### src/rtl/pc_seq_pkg.sv
// Shared types and default constants for the program-counter sequencer.
// Holds the FSM state encoding and the next-PC source select encoding.
package pc_seq_pkg;

    typedef enum logic [1:0] {
        BOOT     = 2'd0,
        RUN      = 2'd1,
        REDIRECT = 2'd2
    } state_e;

    typedef enum logic [1:0] {
        SEL_SEQ = 2'd0,
        SEL_BR  = 2'd1,
        SEL_J   = 2'd2,
        SEL_JR  = 2'd3
    } sel_e;

    localparam logic [31:0] RESET_PC_DEF   = 32'h0040_0000;
    localparam logic [31:0] EXC_VECTOR_DEF = 32'h8000_0180;

endpackage

### src/rtl/pc_target_mux.sv
// Combinational next-PC formation: sequential, branch, pseudo-direct jump and JR targets,
// priority jr > jump > branch > sequential. PC_ALIGN_CHECK_EN enables misaligned-JR trapping.
module pc_target_mux
    import pc_seq_pkg::*;
#(
    parameter int               NBits      = 32,
    parameter logic [NBits-1:0] EXC_VECTOR = EXC_VECTOR_DEF
) (
    input  logic [NBits-1:0] pc_i,
    input  logic             branch_taken_i,
    input  logic [15:0]      branch_offset_i,
    input  logic             jump_i,
    input  logic [25:0]      instr_index_i,
    input  logic             jr_i,
    input  logic [NBits-1:0] jr_target_i,
    output logic [NBits-1:0] next_pc_o,
    output logic [NBits-1:0] pc_plus4_o,
    output sel_e             sel_o,
    output logic             misalign_o
);

    logic [NBits-1:0] pc_plus4_d;
    logic [NBits-1:0] br_target_d;
    logic [NBits-1:0] j_target_d;
    logic [NBits-1:0] jr_pc_d;
    logic             misalign_d;

    assign pc_plus4_d  = pc_i + NBits'(4);
    assign br_target_d = pc_plus4_d + {{(NBits-18){branch_offset_i[15]}}, branch_offset_i, 2'b00};
    assign j_target_d  = {pc_plus4_d[NBits-1:28], instr_index_i, 2'b00};

`ifdef PC_ALIGN_CHECK_EN
    assign misalign_d = (jr_target_i[1:0] != 2'b00);
`else
    assign misalign_d = 1'b0;
`endif

    // Without the check the low bits are simply dropped, so misalign_d is constant 0.
    assign jr_pc_d = misalign_d ? EXC_VECTOR : (jr_target_i & ~NBits'(3));

    always_comb begin
        sel_o = SEL_SEQ;
        if (jr_i)
            sel_o = SEL_JR;
        else if (jump_i)
            sel_o = SEL_J;
        else if (branch_taken_i)
            sel_o = SEL_BR;
    end

    always_comb begin
        next_pc_o = pc_plus4_d;
        case (sel_o)
            SEL_BR:  next_pc_o = br_target_d;
            SEL_J:   next_pc_o = j_target_d;
            SEL_JR:  next_pc_o = jr_pc_d;
            default: next_pc_o = pc_plus4_d;
        endcase
    end

    assign pc_plus4_o = pc_plus4_d;
    assign misalign_o = jr_i && misalign_d;

endmodule

### src/rtl/pc_sequencer.sv
// Program counter and next-PC sequencer: BOOT bubble, RUN fetch, one-cycle REDIRECT flush, JAL link.
// Optional PC_ALIGN_CHECK_EN macro traps misaligned JR to EXC_VECTOR and pulses addr_err.
module pc_sequencer
    import pc_seq_pkg::*;
#(
    parameter int               NBits      = 32,
    parameter logic [NBits-1:0] RESET_PC   = RESET_PC_DEF,
    parameter logic [NBits-1:0] EXC_VECTOR = EXC_VECTOR_DEF
) (
    input  logic             clk,
    input  logic             reset,
    input  logic             stall,
    input  logic             branch_taken,
    input  logic [15:0]      branch_offset,
    input  logic             jump,
    input  logic             jal,
    input  logic [25:0]      instr_index,
    input  logic             jr,
    input  logic [NBits-1:0] jr_target,
    output logic [NBits-1:0] pc,
    output logic             fetch_valid,
    output logic             flush,
    output logic             link_valid,
    output logic [NBits-1:0] link_data,
    output logic             addr_err
);

    state_e           state_q;
    logic [NBits-1:0] pc_q;
    logic             fetch_valid_q;
    logic             flush_q;
    logic             link_valid_q;
    logic [NBits-1:0] link_data_q;
    logic             addr_err_q;

    logic [NBits-1:0] next_pc_d;
    logic [NBits-1:0] pc_plus4_d;
    sel_e             sel_d;
    logic             misalign_d;

    pc_target_mux #(
        .NBits      (NBits),
        .EXC_VECTOR (EXC_VECTOR)
    ) u_target_mux (
        .pc_i            (pc_q),
        .branch_taken_i  (branch_taken),
        .branch_offset_i (branch_offset),
        .jump_i          (jump),
        .instr_index_i   (instr_index),
        .jr_i            (jr),
        .jr_target_i     (jr_target),
        .next_pc_o       (next_pc_d),
        .pc_plus4_o      (pc_plus4_d),
        .sel_o           (sel_d),
        .misalign_o      (misalign_d)
    );

    always_ff @(posedge clk) begin
        if (reset) begin
            state_q       <= BOOT;
            pc_q          <= RESET_PC;
            fetch_valid_q <= 1'b0;
            flush_q       <= 1'b0;
            link_valid_q  <= 1'b0;
            link_data_q   <= '0;
            addr_err_q    <= 1'b0;
        end else begin
            // Link and error strobes are single-cycle regardless of stall.
            link_valid_q <= 1'b0;
            addr_err_q   <= 1'b0;
            case (state_q)
                BOOT: begin
                    state_q       <= RUN;
                    fetch_valid_q <= 1'b1;
                    flush_q       <= 1'b0;
                end
                RUN: begin
                    if (!stall) begin
                        pc_q <= next_pc_d;
                        if (sel_d != SEL_SEQ) begin
                            state_q       <= REDIRECT;
                            fetch_valid_q <= 1'b0;
                            flush_q       <= 1'b1;
                            addr_err_q    <= misalign_d;
                        end
                        if (sel_d == SEL_J && jal) begin
                            link_valid_q <= 1'b1;
                            link_data_q  <= pc_plus4_d;
                        end
                    end
                end
                REDIRECT: begin
                    if (!stall) begin
                        pc_q          <= pc_plus4_d;
                        state_q       <= RUN;
                        fetch_valid_q <= 1'b1;
                        flush_q       <= 1'b0;
                    end
                end
                default: begin
                    state_q       <= BOOT;
                    fetch_valid_q <= 1'b0;
                    flush_q       <= 1'b0;
                end
            endcase
        end
    end

    assign pc          = pc_q;
    assign fetch_valid = fetch_valid_q;
    assign flush       = flush_q;
    assign link_valid  = link_valid_q;
    assign link_data   = link_data_q;
    assign addr_err    = addr_err_q;

endmodule

### config.mk
export PLATFORM = sky130hd
export DESIGN_NAME = pc_sequencer
export DESIGN_NICKNAME = d
export VERILOG_FILES = /design/src/rtl/pc_seq_pkg.sv /design/src/rtl/pc_target_mux.sv /design/src/rtl/pc_sequencer.sv
export SDC_FILE = /design/constraint.sdc
export NUM_CORES = 1
export LEC_CHECK = 0
export ABC_AREA = 1
export BUFFER_PORTS_ARGS = -buffer_cell sky130_fd_sc_hd__buf_2
export CORE_MARGIN = 1
export CORE_UTILIZATION = 50
export CTS_CLUSTER_SIZE = 30
export DETAILED_ROUTE_END_ITERATION = 10
export MAX_ROUTING_LAYER = met4
export PLACE_DENSITY_LB_ADDON = 0.25
export SLEW_MARGIN = 25
export SYNTH_ARGS = -nofsm -noshare
export SYNTH_HDL_FRONTEND = slang
export SYNTH_SLANG_ARGS = --single-unit
### constraint.sdc
create_clock -name clk -period 7.3 [get_ports clk]
set_clock_uncertainty 0.1 [all_clocks]
set_input_delay 1.46 -clock clk [delete_from_list [all_inputs] [get_ports clk]]
set_output_delay 1.46 -clock clk [all_outputs]
set_load 0.005 [all_outputs]
---- Yosys cells after proc, flatten, opt, wreduce, memory -nomap -nowiden ----
Cells that the tools add are included.
storage, ports and cells
  flip-flop bits (word level) ............. 69
  input port bits ......................... 81
  output and inout bits ................... 68
operators by class
  add/subtract/negate cells ............... 2
  eq/ne operators ......................... 8
  multiplexer cells ....................... 20
  bitwise operators ....................... 2
  reduce and logical (&&, ||, !) cells .... 8
operators by type and width
  operator                                                         count
  32-bit case mux with 3 select lines                              1
  32-bit 2-to-1 mux                                                2
  32-bit case mux with 2 select lines                              1
  32-bit by 3-bit adder with 32-bit output, second input constant  1
  32-bit adder                                                     1
  2-bit 2-to-1 mux                                                 5
  3-bit AND reduction                                              3
  1-bit 2-to-1 mux                                                 8
  2-bit == test, second input constant                             3
  2-bit inequality test, second input constant                     3
  2-bit case mux with 3 select lines                               1
  2-bit by 1-bit == test with 1-bit output, second input constant  2
  2-bit nonzero test                                               2
  1-bit case mux with 3 select lines                               1
  3-bit OR reduction                                               1
  2-bit logical NOT                                                1
  1-bit NOT                                                        2
  1-bit case mux with 2 select lines                               1
  1-bit logical AND                                                1

---- Longest topological paths before layout ----
Gate-level depths: netlist of run 1.
  depth in word-level cells ............... 7
  mapped depth ............................ 23
  mapped depth without buffers ............ 23

---- Modules after synthesis ----
A second synthesis of run 1 with hierarchy kept.
unflattened totals
  cell total of the unflattened synthesis .. 1338
  area total of the unflattened synthesis .. 7374.6 sq um
modules (own cells, without submodules)
  module         times used  cells each  area each (sq um)
  pc_target_mux  1           770         3918.8
  pc_sequencer   1           568         3455.8

---- Worst setup path before layout of run 1 ----
Ideal clock, no wire load.
  path type ............................... input port to flip-flop
  start ................................... in branch_offset[0]
  end ..................................... reg pc_q[26], in the netlist pc[26]
  setup time .............................. 0.134 ns
  data arrival time ....................... 2.899 ns
  path slack .............................. 4.167 ns
  stages on the path ...................... 13
  buffers on the path ..................... 0
  cells stage by stage .................... ha_1 -> inv_1 -> fa_1 -> o21ai_1 -> nand2_1 -> nand2_1 -> nand3_1 -> nand3_1 -> nand2_1 -> nand3_1 -> nand2_1 -> nand2_1 -> a21oi_1
between the ends
  longest elaborated chain between the ends .. 4
RTL lines
  element                              line                 source
  from (decl)                          pc_sequencer.sv:14   input logic [15:0] branch_offset,
  32-bit adder                         pc_target_mux.sv:29  assign br_target_d = pc_plus4_d + {{(NBits-18){branch_offset_i[15]}}, branch_offset_i, 2'b00};
  32-bit case mux with 3 select lines  pc_target_mux.sv:53  case (sel_o)
  32-bit 2-to-1 mux                    pc_sequencer.sv:78   if (!stall) begin
  32-bit case mux with 2 select lines  pc_sequencer.sv:71   case (state_q)
  to (signal assigned)                 pc_sequencer.sv:79   pc_q <= next_pc_d;
  to (signal assigned)                 pc_sequencer.sv:94   pc_q <= pc_plus4_d;
  to (decl)                            pc_sequencer.sv:29   logic [NBits-1:0] pc_q;
No other way between the ends. The select of a mux whose other input is x is not followed.
A chain may end at the register's enable or synchronous reset.

---- Worst setup path after layout of run 1 ----
  start ................................... reg pc_q[2], in the netlist pc[2]
  end ..................................... reg pc_q[21], in the netlist pc[21]
between the ends
  longest elaborated chain between the ends .. 5
RTL lines
  element                                   line                 source
  32-bit by 3-bit adder with 32-bit output  pc_target_mux.sv:28  assign pc_plus4_d = pc_i + NBits'(4);
  via pc_plus4_d[16]                        pc_sequencer.sv:37   logic [NBits-1:0] pc_plus4_d;
  32-bit adder                              pc_target_mux.sv:29
  32-bit case mux with 3 select lines       pc_target_mux.sv:53
  32-bit 2-to-1 mux                         pc_sequencer.sv:78
  32-bit case mux with 2 select lines       pc_sequencer.sv:71
The timed path passes the listed nets, and every way through them passes these cells. The select of a mux whose other input is x is not followed.

==> results of run 1 <==
## worst register-to-register path, delay by kind of cell, from the launching register on
kind,cells,cell delay [ns]
and+or+nand+nor,15,1.96
AOI/OAI and AO/OA,1,0.07
xor gates and xnor gates,1,0.28
buffers and inverters,2,0.19
DFF,1,0.44
adders and majority gates,2,0.58
## state kept, by name, summed over array words and instances, names as in the netlist
register	count
link_valid	1
pc	30
link_data	30
state_q	2
## worst min-delay path by stage
stage	to	start	slack, ns
floorplan	link_data[30]	link_data[30]	0.37
global placement	link_data[30]	link_data[30]	0.36
detailed placement	link_data[30]	link_data[30]	0.37
CTS	link_data[30]	link_data[30]	0.38
global route	link_data[30]	link_data[30]	0.40
finish	link_data[30]	link_data[30]	0.38
## per-stage QoR
stage,instances,setup WS (ns),instance area (µm²),hold slack (ns),utilization (%)
floorplan,1003,4.17,5920,0.366,-
global placement,1257,3.29,6690,0.361,58.3
detailed placement,1257,3.30,6690,0.370,58.3
CTS,1273,3.57,7010,0.376,61.2
global route,1273,3.29,7010,0.397,61.2
finish,1273,3.51,7010,0.377,61.2
## cells by family (layout without fill, tap and decap cells)
family / Yosys count / after routing / share of synthesized area [%]
XOR/XNOR: 21 / 21 / 3.62
flip-flops: 63 / 63 / 21.4
adder cells (fa/ha/maj): 35 / 35 / 7.54
other: 1 / 5 / 0.0635
buffers and inverters: 176 / 303 / 11.7
AND/OR/NAND/NOR: 502 / 502 / 36.9
AO/OA/AOI/OAI: 201 / 201 / 18.9
## synthesized netlist by cell type, types with 4 or more instances
cell | count | area share [%]
inv_2 | 5 | 0.32
nor3_1 | 5 | 0.42
nand2_1 | 290 | 18
clkbuf_1 | 21 | 1.3
nand3b_1 | 6 | 0.76
a221oi_1 | 9 | 1.3
nor2_2 | 4 | 0.42
nor2_1 | 89 | 5.7
nand4_1 | 12 | 1.3
nand3_2 | 4 | 0.68
or2_2 | 5 | 0.53
buf_4 | 5 | 0.64
nand3_1 | 61 | 5.2
ha_1 | 34 | 7.2
o21ai_1 | 13 | 1.1
inv_1 | 133 | 8.5
buf_2 | 7 | 0.59
nand2_2 | 8 | 0.85
nor2_4 | 6 | 1.1
xor2_1 | 15 | 2.2
o211ai_1 | 10 | 1.3
a21oi_1 | 99 | 8.4
dfxtp_1 | 63 | 21
and2_1 | 4 | 0.42
o21bai_1 | 8 | 1.0
o21ai_0 | 52 | 4.4
## per-layer routing
layer | global-route usage [%] | vias up | wire length (µm) | share of wire [%]
met5 | - | - | 0 | 0
met4 | 12.1 | 0 | 614 | 3.2
met3 | 5.63 | 47 | 1400 | 7.4
met2 | 51.5 | 317 | 8910 | 47
met1 | 39.8 | 3007 | 8100 | 43
li1 | - | 3465 | - | -
## power breakdown
group	internal, mW	switching (mW)	leakage, nW
Combinational	0.124	0.223	3.00
Clock	0.317	0.147	0.160
Sequential	0.361	0.0234	0.511
Total	0.801	0.393	3.68
## layout make-up
cell class / instances / area share (%)
inverter: 141 / 7.55
sequential: 63 / 18.0
multi-input combinational: 764 / 56.7
tap: 143 / 2.55
clock inverter: 3 / 0.928
timing repair buffer: 146 / 10.6
clock buffer: 13 / 3.71
==> results_dict.tcl, run 1 <==
set metrics [dict create \
    synthDistinctLibCells 45 \
    final.min_clock_period_ns 3.79 \
    dpl.hpwl_um 15100 \
    num_vias 6836 \
    cp_cell_sequence "ha_1 > nand2_1 > nor2_4 > nand2_2 > nor2_4 > nand3_2 > nor2_1 > xor2_1 > inv_1 > ha_1 > nand2_1 > nor2_1 > inv_1 > nor2_1 > nand4_1 > nand3_1 > nand2_1 > nand3_1 > nand3_1 > nand2_1 > a21oi_1" \
    post-route-period-util_pct 51.9 \
    core-area_um2 11500 \
    grt_setup_unrepaired "false" \
    track_usage_pct 31.9 \
    layout_commonest_cell "nand2_1" \
    crit_path_end_kind "flop" \
    whs_path_depth 2 \
    core.rowCount 39 \
    timing.slew.headroom_pct 49.7 \
    cp_num_buf_inv 2 \
    cts_buffers 9 \
    timing.critical_path.to "pc[21]" \
    worstSetupPathType "reg -> reg" \
    critPathMostFrequentCell "nand2_1" \
    drive_gt1_share_pct 18.1 \
    io_buffers 141 \
    routedWlPerCell_um 14.9 \
    cts_tree "done" \
    clock_sinks 63 \
    finalSetupViolCount 0 \
    antenna_found_initial 0 \
    grt_overflow 0 \
    clk_latency_ns 0.33 \
    setup.worst_path.start "pc[2]" \
    total_power_mw 1.19 \
    synth_edf_count 0 \
    synth_seq_cells 63 \
    grt_pass1_vias 6147 \
    r2r_start "pc[2]" \
    ant_nets 0 \
    yosysWarningCount 0 \
    fin_tns_setup_ns 0 \
    status "finished, final reports clean" \
    drtIter0Drc 584 \
    netlist_area_um2 5910 \
    fill_cells 1135 \
    multi_input_area_um2 3980 \
    place.gp.congestion 0.942 \
    hold_violations 0 \
    grt_start_max_net_pins 42 \
    worst-path-max-fanout 6 \
    initial_utilization_pct 51.5 \
    chipHeight_um 111 \
    crit_required_ns 7.38 \
    seq_area_frac_synth_pct 21.4 \
    cpLargestDelayFamily "simple AND/OR/NAND/NOR gates" \
    cts.clk_slew.worst_paths_ns 0.05 \
    cts_htree_levels 3 \
    cts_buffer_depth 2 \
    ir_drop_uv 202 \
    num-nets-final 1241 \
    start_kind "flop" \
    r2r_slack_ns 3.51 \
    crit_slowest_cell "dfxtp_1" \
    leakage_nw 3.68 \
    areaGrowthSynthToFinish_pct 18.7 \
    drv_cap 0 \
    fp.dieW_um 111 \
    grt_pass1_wl_um 30200 \
    powerDensity_nw_per_um2 170 \
    reg2regPathDepth 21 \
    dieArea_um2 12300 \
    synthesis.instances 999 \
    fmax_mhz 264 \
    synth_ff_type "dfxtp_1" \
    io_pins 149 \
    min_path_type "reg -> reg" \
    synth-async-reset-ratio_pct 0 \
    hold_buffers 0 \
    cts_resized 0 \
    cpPeakStageDelay_ns 0.44 \
    drv_slew 0 \
    cp_num_cells 21 \
    wl_um 19000 \
    seq_area_um2 1260 \
    ctsRootBufferMaster "clkbuf_16" \
    insertedDiodeCount 0 \
    worstPathArrival_ns 3.86 \
    rr_endpoint "pc[21]" \
    final_cell_mix "nand2_1 (290), buf_2 (141), inv_1 (133)" \
    tightest_slew_ns 0.751 \
    drcViolationCount 0 \
    syn_area_per_cell_um2 5.91 \
    postCtsSetupBuffers 0 \
    viasPerCell 5.37 \
    dr.pass1.iters 7 \
]
No activity file was read; power rests on OpenSTA's default activity.
==> inputs of run 2 (changes only) <==
==> constraint.sdc (replaced) <==
create_clock -name clk -period 3.6 [get_ports clk]
set_clock_uncertainty 0.1 [all_clocks]
set_input_delay 0.72 -clock clk [delete_from_list [all_inputs] [get_ports clk]]
set_output_delay 0.72 -clock clk [all_outputs]
set_load 0.005 [all_outputs]
==> run 2 against run 1 <==
Non-clock buffer count grew 19. Largest power group unchanged. Sequential power rose by 100%. Critical path type unchanged. Final cell count increased by 1.4%. Fmax up 12%. Combinational power up 110%. Global-route usage increased by 1.5 points. Sequential share of layout area down 0.46 points. Largest cell class unchanged.
==> results_dict.tcl, run 2 (synthesis results as in run 1) <==
set metrics [dict create \
    clkPwrFrac_pct 36.6 \
    cts_buffers 9 \
    powerDensity_nw_per_um2 332 \
    fmax_mhz 297 \
    p_comb_share_pct 30.9 \
    num_vias 6944 \
    finalSetupViolCount 0 \
    ctsRootBufferMaster "clkbuf_16" \
    swShare_pct 34.3 \
    leakage_nw 3.77 \
    cts_htree_levels 3 \
    place.gp.congestion 0.945 \
    wl_um 19600 \
    timing.slew.headroom_pct 50.3 \
    drcViolationCount 0 \
    dieArea_um2 12300 \
    drtIter0Drc 534 \
    core.rowCount 39 \
    status "finished, final reports clean" \
    min_path_type "reg -> reg" \
    crit_required_ns 3.70 \
    worstPathArrival_ns 3.47 \
    chipHeight_um 111 \
    crit_path_end_kind "flop" \
    viasPerCell 5.38 \
    insertedDiodeCount 0 \
    seqPwrFrac_pct 32.5 \
    drv_slew 0 \
    antenna_found_initial 0 \
    post-route-period-util_pct 93.5 \
    dr.pass1.iters 6 \
    cpPeakStageDelay_ns 0.36 \
    drv_cap 0 \
    ant_nets 0 \
    routedWlPerCell_um 15.1 \
    grt_pass1_wl_um 31500 \
    initial_utilization_pct 51.5 \
    worstSetupPathType "reg -> reg" \
    whs_ns 0.376 \
    grt_overflow 0 \
    final.min_clock_period_ns 3.37 \
    dpl.hpwl_um 15500 \
    final_cell_mix "nand2_1 (289), buf_2 (141), inv_1 (133)" \
    cp_cell_sequence "ha_1 > nand2_1 > nor2_4 > nand2_2 > nor2_4 > nand3_2 > nor2_2 > xor2_1 > inv_1 > ha_4 > nand2_2 > nor2_4 > inv_1 > nor2_1 > nand4_1 > nand3_1 > nand2_1 > nand3_1 > nand3_1 > nand2_1 > a21oi_1" \
    seq_area_um2 1260 \
    layout_commonest_cell "nand2_1" \
    clk_latency_ns 0.34 \
    hold_violations 0 \
    tightest_slew_ns 0.741 \
    multi_input_area_um2 4060 \
    cts.clk_slew.worst_paths_ns 0.05 \
    start_kind "flop" \
    track_usage_pct 33.4 \
    worst-path-max-fanout 5 \
    grt_start_max_net_pins 41 \
    drive_gt1_share_pct 20.6 \
    p_int_mw 1.57 \
    fp.dieW_um 111 \
    hold_buffers 0 \
    cts_tree "done" \
    total_power_mw 2.39 \
    io_buffers 141 \
    io_pins 149 \
    crit_slowest_cell "dfxtp_2" \
    utilization_pct 62.9 \
    core-area_um2 11500 \
    clock_sinks 63 \
    num-nets-final 1260 \
    ir_drop_uv 468 \
    placed_area_um2 6820 \
    cts_buffer_depth 2 \
    switchingPower_mw 0.822 \
    fin_area_um2 7210 \
    fill_cells 1125 \
    areaGrowthSynthToFinish_pct 22.1 \
    grt_pass1_vias 6341 \
]
run 2: layer usage:
metal	vias up	routed length (µm)	part of all wire (%)	GRT usage, %
met5	-	0	0	-
met4	0	648	3.3	12.4
met3	49	1430	7.3	6.12
met2	318	9140	47	54.1
met1	3068	8340	43	41.4
li1	3509	-	-	-
run 2: power by group through the flow:
stage                     combinational (mW)  sequential [mW]  clock [mW]
after global placement                 0.710            0.789           0
after floorplan                        0.469            0.784           0
after global routing                   0.824            0.782       0.925
final                                  0.740            0.778       0.876
after CTS                              0.720            0.775       0.879
after detailed placement               0.715            0.789           0
run 2: area by class of cell:
type,instances,share of cell area [%]
Timing Repair Buffer,165,12.3
Clock inverter,3,0.590
Multi-Input combinational cell,764,56.2
Inverter,141,7.34
Sequential cell,63,17.5
Clock buffer,12,3.56
Tap cell,143,2.48
run 2: worst paths after layout:
kind | cells after the start | to | slack, ns | start
setup / recovery | 21 | pc[21] | 0.23 | pc[3]
hold / removal | 2 | link_data[28] | 0.38 | link_data[28]
setup reg to reg | 21 | pc[21] | 0.23 | pc[3]
hold reg to reg | 2 | link_data[28] | 0.38 | link_data[28]
run 2: repair_timing:
| item | in CTS | in global routing |
|---|---|---|
| setup endpoints to repair | 0 | 12 |
| gates resized for setup | 0 | 16 |
| buffers inserted | 0 | 1 |
run 2: through the flow:
stage | setup slack (ns) | cells | setup TNS (ns)
floorplan | 0.607 | 1003 | 0
global placement | 0.243 | 1275 | 0
detailed placement | 0.133 | 1275 | 0
CTS | 0.114 | 1290 | 0
global route | -0.00176 | 1291 | -0.00176
finish | 0.233 | 1291 | 0
run 2: critical path, delay by kind of cell, from the launching register on:
family	cells	cell delay, ns
AO/OA/AOI/OAI	1	0.05
adder cells (fa/ha/maj)	2	0.48
flip-flops	1	0.36
XOR/XNOR	1	0.25
AND/OR/NAND/NOR	15	1.82
buffers and inverters	2	0.18
